<file path="src/rtl/pc_msg_router_pkg.sv">
// Shared definitions for the host message router: word tags, control opcodes,
// FSM state encoding and a constant log2 helper.
package pc_msg_router_pkg;

  localparam logic [1:0] TAG_PIXEL      = 2'b00;
  localparam logic [1:0] TAG_LAST_COEFF = 2'b01;
  localparam logic [1:0] TAG_COEFF      = 2'b10;
  localparam logic [1:0] TAG_CTRL       = 2'b11;

  localparam logic [5:0] OP_STATUS = 6'd0;
  localparam logic [5:0] OP_CLEAR  = 6'd1;

  typedef enum logic [1:0] {
    ST_HDR,
    ST_BURST,
    ST_REPLY,
    ST_ERROR
  } state_t;

  // Ceiling log2; exact for the power-of-two burst lengths used here.
  function automatic int unsigned log2(input int unsigned v);
    int unsigned r;
    r = 0;
    for (int unsigned i = 0; i < 32; i++) begin
      if ((64'd1 << i) < 64'(v)) r = i + 1;
    end
    return r;
  endfunction

endpackage

</file>
<file path="src/rtl/msg_fwd_reg.sv">
// One-cycle forwarding register: latches the acked host word and raises the
// write strobe of whichever clock-crossing FIFO it was routed to.
module msg_fwd_reg
  import pc_msg_router_pkg::*;
#(
  parameter int XB_SIZE = 32
) (
  input  logic               bus_clk,
  input  logic               reset,
  input  logic               pix_sel,
  input  logic               dram_sel,
  input  logic [XB_SIZE-1:0] data_in,
  output logic               pix_wren,
  output logic               dram_wren,
  output logic [XB_SIZE-1:0] fwd_data
);

  always_ff @(posedge bus_clk or posedge reset) begin
    if (reset) begin
      pix_wren  <= 1'b0;
      dram_wren <= 1'b0;
      fwd_data  <= '0;
    end else begin
      pix_wren  <= pix_sel;
      dram_wren <= dram_sel;
      if (pix_sel || dram_sel) fwd_data <= data_in;
    end
  end

endmodule

</file>
<file path="src/rtl/pc_msg_router.sv">
// Host message router: parses tagged words from the Xillybus FWFT FIFO, forwards
// pixels and coefficient bursts, answers status queries and flags protocol errors.
module pc_msg_router
  import pc_msg_router_pkg::*;
#(
  parameter int XB_SIZE     = 32,
  parameter int BURST_WORDS = 16,
  parameter int CNT_SIZE    = 16
) (
  input  logic               bus_clk,
  input  logic               reset,
  input  logic               pc_msg_empty,
  input  logic [XB_SIZE-1:0] pc_msg,
  output logic               pc_msg_ack,
  input  logic               pix_full,
  output logic               pix_wren,
  input  logic               dram_full,
  output logic               dram_wren,
  output logic [XB_SIZE-1:0] fwd_data,
  input  logic               fpga_msg_full,
  output logic               fpga_msg_valid,
  output logic [XB_SIZE-1:0] fpga_msg,
  output logic               coeff_done,
  output logic               error
);

  localparam int IDX_W = (log2(BURST_WORDS) > 0) ? int'(log2(BURST_WORDS)) : 1;
  localparam logic [IDX_W-1:0] LAST_IDX = IDX_W'(BURST_WORDS - 1);

  state_t              state, state_nxt;
  logic [1:0]          tag;
  logic [5:0]          opcode;
  logic                pix_sel, dram_sel;
  logic [IDX_W-1:0]    burst_idx;
  logic                last_flag;
  logic [CNT_SIZE-1:0] n_burst, n_pixel;
  logic [31:0]         reply_word;

  assign tag        = pc_msg[1:0];
  assign opcode     = pc_msg[7:2];
  assign reply_word = {16'(n_burst), 8'(n_pixel), 4'b0000, coeff_done, error, 2'b11};

  always_ff @(posedge bus_clk or posedge reset) begin
    if (reset) state <= ST_HDR;
    else       state <= state_nxt;
  end

  always_comb begin
    state_nxt  = state;
    pc_msg_ack = 1'b0;
    pix_sel    = 1'b0;
    dram_sel   = 1'b0;
    case (state)
      ST_HDR: begin
        case (tag)
          TAG_PIXEL: begin
            pc_msg_ack = !pc_msg_empty && !pix_full;
            pix_sel    = pc_msg_ack;
          end
          TAG_COEFF, TAG_LAST_COEFF: begin
            pc_msg_ack = !pc_msg_empty && !dram_full;
            dram_sel   = pc_msg_ack;
            if (pc_msg_ack) state_nxt = ST_BURST;
          end
          default: begin
            pc_msg_ack = !pc_msg_empty && !fpga_msg_full;
            if (pc_msg_ack) begin
              if (opcode == OP_STATUS)     state_nxt = ST_REPLY;
              else if (opcode != OP_CLEAR) state_nxt = ST_ERROR;
            end
          end
        endcase
      end
      ST_BURST: begin
        pc_msg_ack = !pc_msg_empty && !dram_full;
        dram_sel   = pc_msg_ack;
        if (pc_msg_ack && burst_idx == LAST_IDX) state_nxt = ST_HDR;
      end
      ST_REPLY: begin
        if (!fpga_msg_full) state_nxt = ST_HDR;
      end
      default: state_nxt = ST_ERROR;
    endcase
  end

  // burst_idx is exactly log2(BURST_WORDS) wide, so the increment past the
  // last word wraps it back to 0 without an explicit clear.
  always_ff @(posedge bus_clk or posedge reset) begin
    if (reset) begin
      burst_idx      <= '0;
      last_flag      <= 1'b0;
      n_burst        <= '0;
      n_pixel        <= '0;
      coeff_done     <= 1'b0;
      error          <= 1'b0;
      fpga_msg_valid <= 1'b0;
      fpga_msg       <= '0;
    end else begin
      fpga_msg_valid <= 1'b0;
      case (state)
        ST_HDR: begin
          if (pc_msg_ack) begin
            case (tag)
              TAG_PIXEL: n_pixel <= n_pixel + 1'b1;
              TAG_COEFF, TAG_LAST_COEFF: begin
                burst_idx <= IDX_W'(1);
                last_flag <= (tag == TAG_LAST_COEFF);
              end
              default: begin
                if (opcode == OP_CLEAR) begin
                  n_burst    <= '0;
                  n_pixel    <= '0;
                  coeff_done <= 1'b0;
                end else if (opcode != OP_STATUS) begin
                  error <= 1'b1;
                end
              end
            endcase
          end
        end
        ST_BURST: begin
          if (pc_msg_ack) begin
            burst_idx <= burst_idx + 1'b1;
            if (burst_idx == LAST_IDX) begin
              n_burst <= n_burst + 1'b1;
              if (last_flag) coeff_done <= 1'b1;
            end
          end
        end
        ST_REPLY: begin
          if (!fpga_msg_full) begin
            fpga_msg_valid <= 1'b1;
            fpga_msg       <= XB_SIZE'(reply_word);
          end
        end
        default: ;
      endcase
    end
  end

  msg_fwd_reg #(.XB_SIZE(XB_SIZE)) u_fwd (
    .bus_clk   (bus_clk),
    .reset     (reset),
    .pix_sel   (pix_sel),
    .dram_sel  (dram_sel),
    .data_in   (pc_msg),
    .pix_wren  (pix_wren),
    .dram_wren (dram_wren),
    .fwd_data  (fwd_data)
  );

endmodule

</file>
<file path="config.mk">
export PLATFORM = sky130hd
export DESIGN_NAME = pc_msg_router
export DESIGN_NICKNAME = d
export VERILOG_FILES = /design/src/rtl/pc_msg_router_pkg.sv /design/src/rtl/msg_fwd_reg.sv /design/src/rtl/pc_msg_router.sv
export SDC_FILE = /design/constraint.sdc
export NUM_CORES = 1
export LEC_CHECK = 0
export BUFFER_PORTS_ARGS = -buffer_cell sky130_fd_sc_hd__buf_2
export CAP_MARGIN = 20
export CORE_MARGIN = 1.5
export CORE_UTILIZATION = 47
export DETAILED_ROUTE_END_ITERATION = 12
export PLACE_DENSITY = 0.72
export SLEW_MARGIN = 15
export SYNTH_ARGS = -nofsm -noshare
export SYNTH_HDL_FRONTEND = slang
export SYNTH_SLANG_ARGS = --single-unit
export TNS_END_PERCENT = 30
</file>
<file path="constraint.sdc">
create_clock -name bus_clk -period 6.14 [get_ports bus_clk]
set_clock_uncertainty 0.15 [all_clocks]
set_input_delay 0.307 -clock bus_clk [delete_from_list [all_inputs] [get_ports bus_clk]]
set_output_delay 0.307 -clock bus_clk [all_outputs]
set_load 0.1 [all_outputs]
</file>
Word-level counts from Yosys, hierarchy flattened. Cells that the tools add are included.

$add $sub $neg: 3. Bitwise operators: 4. Multiplexer cells: 34. Reductions and logical operators: 25. Equality and inequality tests: 20.

Operators by type and width (count): $mux 16 (5); $pmux 16 s2 (2); $add 16x1->16 const B (2); $ne 2x2->1 const B (9); $mux 2 (6); $mux 4 (3); $reduce_and 6->1 (2); $mux 1 (11); $pmux 1 s2 (4); $pmux 4 s2 (1); $reduce_and 4->1 (2); $reduce_and 7->1 (1); $eq 6x1->1 const B (1); $logic_not 6->1 (1); $ne 6x1->1 const B (1); $pmux 2 s3 (1); $reduce_bool 6->1 (1); $reduce_and 5->1 (1); $add 4x1->4 const B (1); $eq 2x1->1 const B (2); $eq 2x2->1 const B (2); $eq 4x4->1 const B (1); $logic_and 1x1->1 (4); $logic_not 1->1 (4); other kinds (13) (18).

Word-level logic and storage cells: 98. Flip-flop bits (word level): 104. Bits of input ports: 38. Output and inout bits: 70.

Longest topological paths before layout. Gate-level depths: netlist (run 1).

Depth in word-level cells: 6. Mapped depth: 9. Mapped depth without buffers: 7.

Cells and area by module. Synthesis (run 1) repeated with hierarchy kept, for this count alone.

Cell total of the unflattened synthesis: 361. Area total of the unflattened synthesis: 4339.2 um^2.

By module, submodules not included: pc_msg_router (area each 3064.2 um^2, sequential area each 1526.5 um^2, times used 1, cells each 290); msg_fwd_reg (area each 1275.0 um^2, sequential area each 850.8 um^2, times used 1, cells each 71).

Worst setup path before layout (run 1). OpenSTA, ideal clock, no wires.

Kind: register to register. Start point: reg state[0]. End point: reg burst_idx[3]. Cell stages (with the launch flop): 8. Setup slack: 3460 ps. Path buffers: 1. Arrival: 2453 ps. Data required time: 5913 ps. Setup time: 77 ps. Clock period less this slack: 2680 ps. Cell sequence: dfrtp_1 -> inv_1 -> ha_1 -> buf_2 -> a31oi_1 -> nand2_1 -> a31o_1 -> a21oi_1.

Word-level cells in the longest chain between the ends: 4. Elaborated cells between the ends (all ways): 9. Classes of those cells: eq/ne (4); mux (2); reduce/logical (3).

Ends and longest elaborated chain: start, declared (RTL line pc_msg_router.sv:30) `state_t state, state_nxt;`; start signal, assigned (RTL line pc_msg_router.sv:45) `else state <= state_nxt;`; $eq 2x1->1 / $logic_not 2->1 (equally long branches) (RTL line pc_msg_router.sv:53) `case (state)`; $pmux 1 s2 * (RTL line pc_msg_router.sv:53); via pc_msg_ack (RTL line pc_msg_router.sv:14) `output logic pc_msg_ack,`; $ne 2x2->1 (no line); $reduce_and 4->1 (no line) *; end signal, assigned (RTL line pc_msg_router.sv:123) `burst_idx <= burst_idx + 1'b1;`; end, declared (RTL line pc_msg_router.sv:34) `logic [IDX_W-1:0] burst_idx;`.

Mark *: on every way through the listed nets, which the timed path passes. The rest lies on a longest branch. A chain may end at the register's enable or synchronous reset.

Final worst setup path (run 1).
Start point: reg state[1]. End point: out pc_msg_ack.

Word-level cells in the longest chain between the ends: 2. Elaborated cells between the ends (all ways): 3. Classes of those cells: eq/ne (1); mux (1); reduce/logical (1).

Ends and longest elaborated chain (RTL line): $eq 2x1->1 / $logic_not 2->1 (equally long branches) (pc_msg_router.sv:53); $pmux 1 s2 * (pc_msg_router.sv:53); end, declared (pc_msg_router.sv:14).

Every way passes the cells marked *; elsewhere a longest branch is shown, timed or not.

==> results by group, run 1 <==
Clocking
  • Root Driver: clkbuf_8
  • CTS buffer count: 9
  • Worst skew pair latency: 0.36 ns
  • CTS resizes: 0
  • Reg clk slew, reported paths: 0.10 ns
  • CTS Sinks: 95
  • H-Tree Depth: 3
  • Clock Path Buffers: 2
  • CTS tree: done

Setup path
  • R2r setup slk: 3.30 ns
  • Worst-path maximum fanout: 12
  • CP delay by family, top: buffers and inverters
  • CP peak stage delay: 0.45 ns
  • Critical Path End Type: output port
  • Crit path depth: 6
  • R2r worst-path depth: 6
  • Worst r2r src: state[1]
  • Worst-path cell chain: inv_1 -> ha_1 -> nor3b_1 -> a31oi_1 -> nand2_1 -> buf_2
  • Setup crit end: pc_msg_ack
  • Worst path required time: 5.68 ns
  • CP bufs+invs: 2
  • Reg2reg end: u_fwd.fwd_data[24]
  • Crit path arrival time: 2.44 ns
  • Slowest-stage cell, CP: buf_2
  • Critical Path Source Type: flop
  • Critical path launch point: state[1]
  • Crit path kind: reg2out

Run status
  • Status: finished with violations
  • Failing checks: DRC

GRT
  • Vias in the first global route: 3,061
  • First-pass GRT wire length: 14,350 um
  • GRT Total Usage: 18.01%
  • Largest net degree at the start of global routing: 49
  • Overflow after GRT: 0
  • Antenna violations before repair: 0

Finish
  • Final std cells w/o fill: 573
  • P&R area growth vs syn: 17.39%
  • Layout cell share with drive strength beyond 1: 41.94%
  • Final Util: 57.74%
  • Inserted Diodes: 0
  • Final net count: 507

Worst hold path
  • Class of the tightest hold or removal check: in2reg
  • Worst hold start: pc_msg[25]

STA
  • Final setup fails: 0
  • Least-Margin Pin Slew: 0.7886 ns
  • Fin crit period: 2.899 ns
  • Total Neg Setup Slack: 0 ns
  • Final Cycle Share: 47.22%
  • Fin. Hold Viols: 0
  • Fin Hold WS: 0.01784 ns
  • Max-slew violation total from the final report: 0
  • Max Fclk: 344.9 MHz
  • Slew margin rel.: 47.37%
  • RSZ-0062 raised after global routing: no

Logic synthesis
  • Sequential fraction of the synthesis area: 54.88%
  • Largest cells by area after synthesis: dfrtp_1 55%, mux2_2 15%, ha_1 2.6%, nand2_1 2.1%, o21ai_0 1.8%
  • Mapped Cells: 360
  • Unique masters post-synth: 50
  • Post-synth ARST share: 100.0%
  • EDFF count, synth: 0
  • #FFs+latches synth: 95
  • Ys flop type: dfrtp_1
  • Top cell type's share of synthesized area: 54.88%
  • Post-synth top area cell: dfrtp_1
  • Synth Warn #: 0
  • Synth Cell Area: 4332 um^2
  • Syn avg cell area: 12.03 um^2

Floorplanning
  • Area of the die: 9801 um^2
  • Core Rows: 34
  • Chip height: 99 um
  • Chip Width: 99 um
  • Ports: 108
  • Initial Util: 49.19%
  • Core Area: 8806 um^2

Power and ir drop
  • Peak supply drop: 0.0001712 V
  • PwrDens: 225.6 nW/um^2
  • Clock share of power: 33.8%
  • Static leakage: 2.651 nW
  • Logic pwr share: 10.7%
  • Sequential share of power: 55.5%
  • Sw power: 0.3340 mW
  • Internal power: 0.8133 mW
  • Switching share of power: 29.11%

Route
  • Wirelength, routed: 8320 um
  • DR DRC count: 5
  • Detailed Routing Iterations Pass 1: 9
  • Vias: 3,105
  • Initial DRC Count: 125
  • Vias per cell: 5.419
  • Routed len/inst: 14.52 um
  • Post-DRT Antenna Nets: 0

Place
  • GPL Wtd Cong: 0.8186
  • Placed Instances: 556
  • Detailed Place HPWL: 6067 um
  • Port bufs: 103

Job
  • Max-cap violations: 0
==> through the flow <==
stage               setup slack, ns  instance area (um^2)  total power [mW]
finish                        3.241                  5085             1.147
global placement              3.376                  4885            0.7715
detailed placement            3.282                  4885            0.7732
CTS                           3.198                  5085             1.162
floorplan                     3.206                  4343            0.7452
global route                  3.010                  5085             1.192
==> how the worst min path moves through the flow <==
stage | endpoint | cells after the start
after floorplan | n_burst[15] | 1
after global placement | u_fwd.fwd_data[22] | 2
after detailed placement | fpga_msg[9] | 2
after CTS | u_fwd.fwd_data[25] | 2
after global routing | u_fwd.fwd_data[30] | 2
final | u_fwd.fwd_data[25] | 2
==> synthesized netlist by cell type, drive strengths merged (3+ instances only) <==
library cell and n:
o31ai 10, a21oi 16, a41oi 3, mux2i 3
a31o 4, o21ai 25, nand2 25, and3 6
nand3 11, dfrtp 95, buf 14, nor2 12
inv 12, mux2 58, ha 9, clkbuf 6
nand4 4, a31oi 10, nand2b 10, o41ai 4
==> logic make-up after synthesis <==
group                    synth area share [%]
multiplexers                            15.77
other                                 0.08657
adder cells (fa/ha/maj)                 2.600
AND/OR/NAND/NOR                         10.02
AO/OA/AOI/OAI                           12.71
flip-flops                              54.88
buffers and inverters                   3.928
==> layer usage <==
metal / wire [um] / GRT usage [%] / up-vias
li1: - / - / 1499
met3: 571 / 5.461 / 5
met1: 3813 / 24.77 / 1509
met2: 3885 / 27.75 / 92
met4: 50 / 5.275 / 0
met5: 0 / 0 / -
==> registers in the layout, summed over array words and instances (netlist names), 2 cells and up <==
name	flops
burst_idx	4
u_fwd.fwd_data	32
n_pixel	8
fpga_msg	27
n_burst	16
state	2
==> power by group through the flow <==
stage          Clock (mW)  Sequential, mW  Combinational [mW]
2_1_floorplan           0           0.709              0.0361
3_3_place_gp            0           0.649               0.122
3_5_place_dp            0           0.649               0.124
4_1_cts             0.401           0.637               0.124
5_1_grt             0.423           0.638               0.131
6_report            0.387           0.637               0.123
==> cell type report <==
class / instances / area [um^2]
Timing Repair Buffer: 106 / 540.5
Clock buffer: 9 / 123.9
Sequential cell: 95 / 2377
Inverter: 12 / 46.29
Fill cell: 745 / 3721
Clock inverter: 7 / 66.31
Tap cell: 108 / 135.1
Multi-Input combinational cell: 236 / 1795
==> cells in the final DEF (no fill, tap or decap), types with 2 or more instances in the layout <==
cell type	n
buf_2	103
dfrtp_1	95
mux2_2	58
nand2_1	24
o21ai_0	16
a21oi_1	15
nor2_1	12
inv_1	11
nand2b_1	10
a31oi_1	10
nand3_1	9
o31ai_1	9
ha_1	9
clkbuf_8	9
o21ai_1	8
and3_1	6
clkinv_4	5
nand4_1	4
conb_1	4
a41oi_1	3
o41ai_1	3
mux2i_1	3
or2_2	2
a31o_2	2
o21a_1	2
nor4_2	2
a31o_1	2
and2_1	2
inv_8	2
buf_4	2
==> repair_timing <==
action	CTS	global route
buffers inserted	0	0
endpoints found under the setup margin	0	0
endpoints found under the hold margin	47	0
hold buffers	1	0
Power figures use the tool's default switching activity.
==> run 2: changes to the inputs <==
- ABC_AREA: not set -> 1
- PLACE_DENSITY: 0.72 -> 0.71
- clock period: 6.14 -> 3 ns (I/O delays scaled with it)
==> run 2 against run 1 <==
Compared with the run above: the run now ends clean; sequential share of layout area decreased by 5.1 points; highest routed layer unchanged; critical path type is now in2out; non-clock buffer count rose by 38; sequential power grew to 2.8 times the previous value.
==> results by group, run 2 <==
GRT
  • First-pass GRT wire length: 17,550 um (+22%)
  • Antenna violations before repair: 0 (unchanged)
  • Overflow after GRT: 0 (unchanged)
  • GRT Total Usage: 21.67% (+3.7 points)
  • Largest net degree at the start of global routing: 65 (+33%)
  • Vias in the first global route: 3,867 (+26%)

Floorplanning
  • Ports: 108 (unchanged)
  • Core Rows: 35 (+2.9%)
  • Area of the die: 10,200 um^2 (+4.1%)
  • Chip height: 101.0 um (+2.0%)
  • Chip Width: 101.0 um (+2.0%)
  • Initial Util: 48.61% (-0.58 points)
  • Core Area: 9284 um^2 (+5.4%)

Finish
  • Leading cell type in the layout, fill and taps excluded: nand2_1
  • Fillcell total: 833 (+12%)
  • Area taken by multi-input logic gates: 1735 um^2 (-3.3%)
  • Reg with most FFs: u_fwd.fwd_data
  • Commonest non-fill, non-tap cells in the layout: 171 x nand2_1, 103 x buf_2, 95 x dfrtp_1
  • Inserted Diodes: 0 (unchanged)
  • Final Util: 61.48% (+3.7 points)
  • Max reg flops: 32 (unchanged)
  • P&R area growth vs syn: 26.48%
  • Layout cell share with drive strength beyond 1: 20.80% (-21 points)
  • Final net count: 739 (+46%)
  • Regs by FF count: u_fwd.fwd_data: 32 flops, fpga_msg: 27 flops, n_burst: 16 flops
  • Area taken by flip-flops and latches: 2377 um^2 (unchanged)

STA
  • Least-Margin Pin Slew: 0.6760 ns (-0.1125 ns)
  • Fin Hold WS: 0.04006 ns (+0.02222 ns)
  • Final setup fails: 0 (unchanged)
  • Max Fclk: 358.3 MHz
  • Final Cycle Share: 93.04%
  • Slew margin rel.: 54.86% (+7.5 points)
  • Fin crit period: 2.791 ns
  • Max-slew violation total from the final report: 0 (unchanged)
  • RSZ-0062 raised after global routing: no
  • Fin. Hold Viols: 0 (unchanged)
  • Total Neg Setup Slack: 0 ns (unchanged)

Setup path
  • Crit path arrival time: 2.49 ns (+0.05 ns)
  • Crit path kind: in2out
  • Critical Path Source Type: input port
  • Worst path required time: 2.70 ns (-2.98 ns)
  • Worst-path maximum fanout: 12 (unchanged)
  • Critical Path End Type: output port

Job
  • Max-cap violations: 0 (unchanged)

Power and ir drop
  • Peak supply drop: 0.0008998 V (+430%)
  • Sw power: 3.378 mW (+910%)
  • PwrDens: 1045 nW/um^2 (+360%)
  • Switching share of power: 56.65% (+28 points)
  • Internal power: 2.585 mW (+220%)
  • Static leakage: 2.873 nW (+8.4%)
  • Logic pwr share: 55.1% (+44 points)
  • Sequential share of power: 29.8% (-26 points)
  • Clock share of power: 15.1% (-19 points)

Logic synthesis
  • Synth Cell Area: 4513 um^2 (+4.2%)
  • EDFF count, synth: 0 (unchanged)
  • Top cell type's share of synthesized area: 52.68% (-2.2 points)
  • #FFs+latches synth: 95 (unchanged)
  • Sequential fraction of the synthesis area: 52.68% (-2.2 points)
  • Unique masters post-synth: 29 (-42%)
  • Post-synth ARST share: 100.0% (unchanged)
  • Synth Warn #: 0 (unchanged)
  • Ys flop type: dfrtp_1
  • Mapped Cells: 557 (+55%)
  • Count leader, synth: nand2_1
  • Most frequent cells after synthesis: 171 x nand2_1, 95 x dfrtp_1, 69 x inv_1
  • Syn avg cell area: 8.102 um^2 (-33%)
  • Post-synth top area cell: dfrtp_1
  • Largest cells by area after synthesis: dfrtp_1 53%, nand2_1 14%, o21ai_1 7.3%, inv_1 5.7%, nand3_1 4.1%

Route
  • Detailed Routing Iterations Pass 1: 5 (-4)
  • Post-DRT Antenna Nets: 0 (unchanged)
  • Routed len/inst: 12.62 um (-13%)
  • Wirelength, routed: 10,430 um (+25%)
  • Vias per cell: 4.826 (-11%)
  • DR DRC count: 0 (-5)
  • Initial DRC Count: 109 (-13%)
  • Vias: 3,986 (+28%)

Place
  • Detailed Place HPWL: 7006 um (+15%)
  • Port bufs: 103 (unchanged)
  • GPL Wtd Cong: 0.8975 (+9.6%)

Clocking
  • CTS tree: done
  • CTS buffer count: 9 (unchanged)
  • Post-CTS setup buffer count: 0 (unchanged)
  • Worst skew pair latency: 0.35 ns (about the same)
  • CTS Sinks: 95 (unchanged)
  • Reg clk slew, reported paths: 0.09 ns (about the same)
  • Root Driver: clkbuf_8
  • H-Tree Depth: 3 (unchanged)
  • Clock Path Buffers: 2 (unchanged)

Run status
  • Status: complete, no violations

Worst hold path
  • Class of the tightest hold or removal check: in2reg
==> run 2: per-stage QoR <==
stage	instance area, um^2	std cells	power, mW	worst slack (ns)
global placement	5100	772	4.978	0.7271
detailed placement	5100	772	5.028	0.5828
floorplan	4524	560	4.525	0.2230
finish	5708	826	5.962	0.2087
CTS	5688	825	5.973	0.2536
global route	5708	826	6.259	0.02458
==> run 2: final cells by class <==
class | instances | share of cell area (%)
clock buffer | 12 | 2.893
sequential | 95 | 41.65
inverter | 73 | 4.822
tap | 129 | 2.828
timing repair buffer | 144 | 16.48
clock inverter | 4 | 0.9206
multi-input combinational | 369 | 30.40
==> run 2: timing repair <==
item	in CTS	in global routing
hold buffers	37	0
endpoints found under the hold margin	71	0
gates resized for setup	0	0
==> run 2: cell families (layout without fill, tap and decap cells) <==
logic type	Yosys count	after routing	share of synthesized area, %
AND/OR/NAND/NOR	262	262	23.98
buffers and inverters	96	233	9.121
flip-flops	95	95	52.68
AO/OA/AOI/OAI	88	88	10.48
adder cells (fa/ha/maj)	9	9	2.495
XOR/XNOR	6	6	1.164
other	1	4	0.08309
==> run 2: path summary, 6_finish.rpt <==
check | from | endpoint | slack [ns] | cells after the start
worst min register to register | fpga_msg[17] | fpga_msg[17] | 0.33 | 2
worst min-delay path | pc_msg_empty | u_fwd.dram_wren | 0.04 | 4
min in group asynchronous | reset | u_fwd.fwd_data[24] | 0.27 | 3
max in group asynchronous | reset | burst_idx[1] | 1.69 | 4
worst max-delay path | pix_full | pc_msg_ack | 0.21 | 9
worst max register to register | state[0] | n_burst[7] | 0.84 | 11
==> run 2: per-layer routing <==
layer	wire length [um]	vias up	global-route usage [%]
li1	-	2009	-
met1	4607	1867	27.26
met2	5266	88	36.95
met3	325	22	3.883
met4	225	0	8.974
met5	0	-	0
==> run 2: power by group through the flow <==
stage	registers [mW]	clock network, mW	logic (mW)
after global placement	1.79	0	3.19
after floorplan	3.69	0	0.836
after CTS	1.77	0.925	3.27
after global routing	1.82	0.977	3.47
final	1.78	0.903	3.28
after detailed placement	1.80	0	3.23
==> run 2: worst max-delay path, stage by stage <==
cell,delay [ns]
dlygate4sd3_1,0.54
buf_2,0.12
nor2_1,0.09
dlygate4sd3_1,0.55
nand2_1,0.08
nand3_1,0.10
nand2_1,0.05
nand2_1,0.31
buf_2,0.51
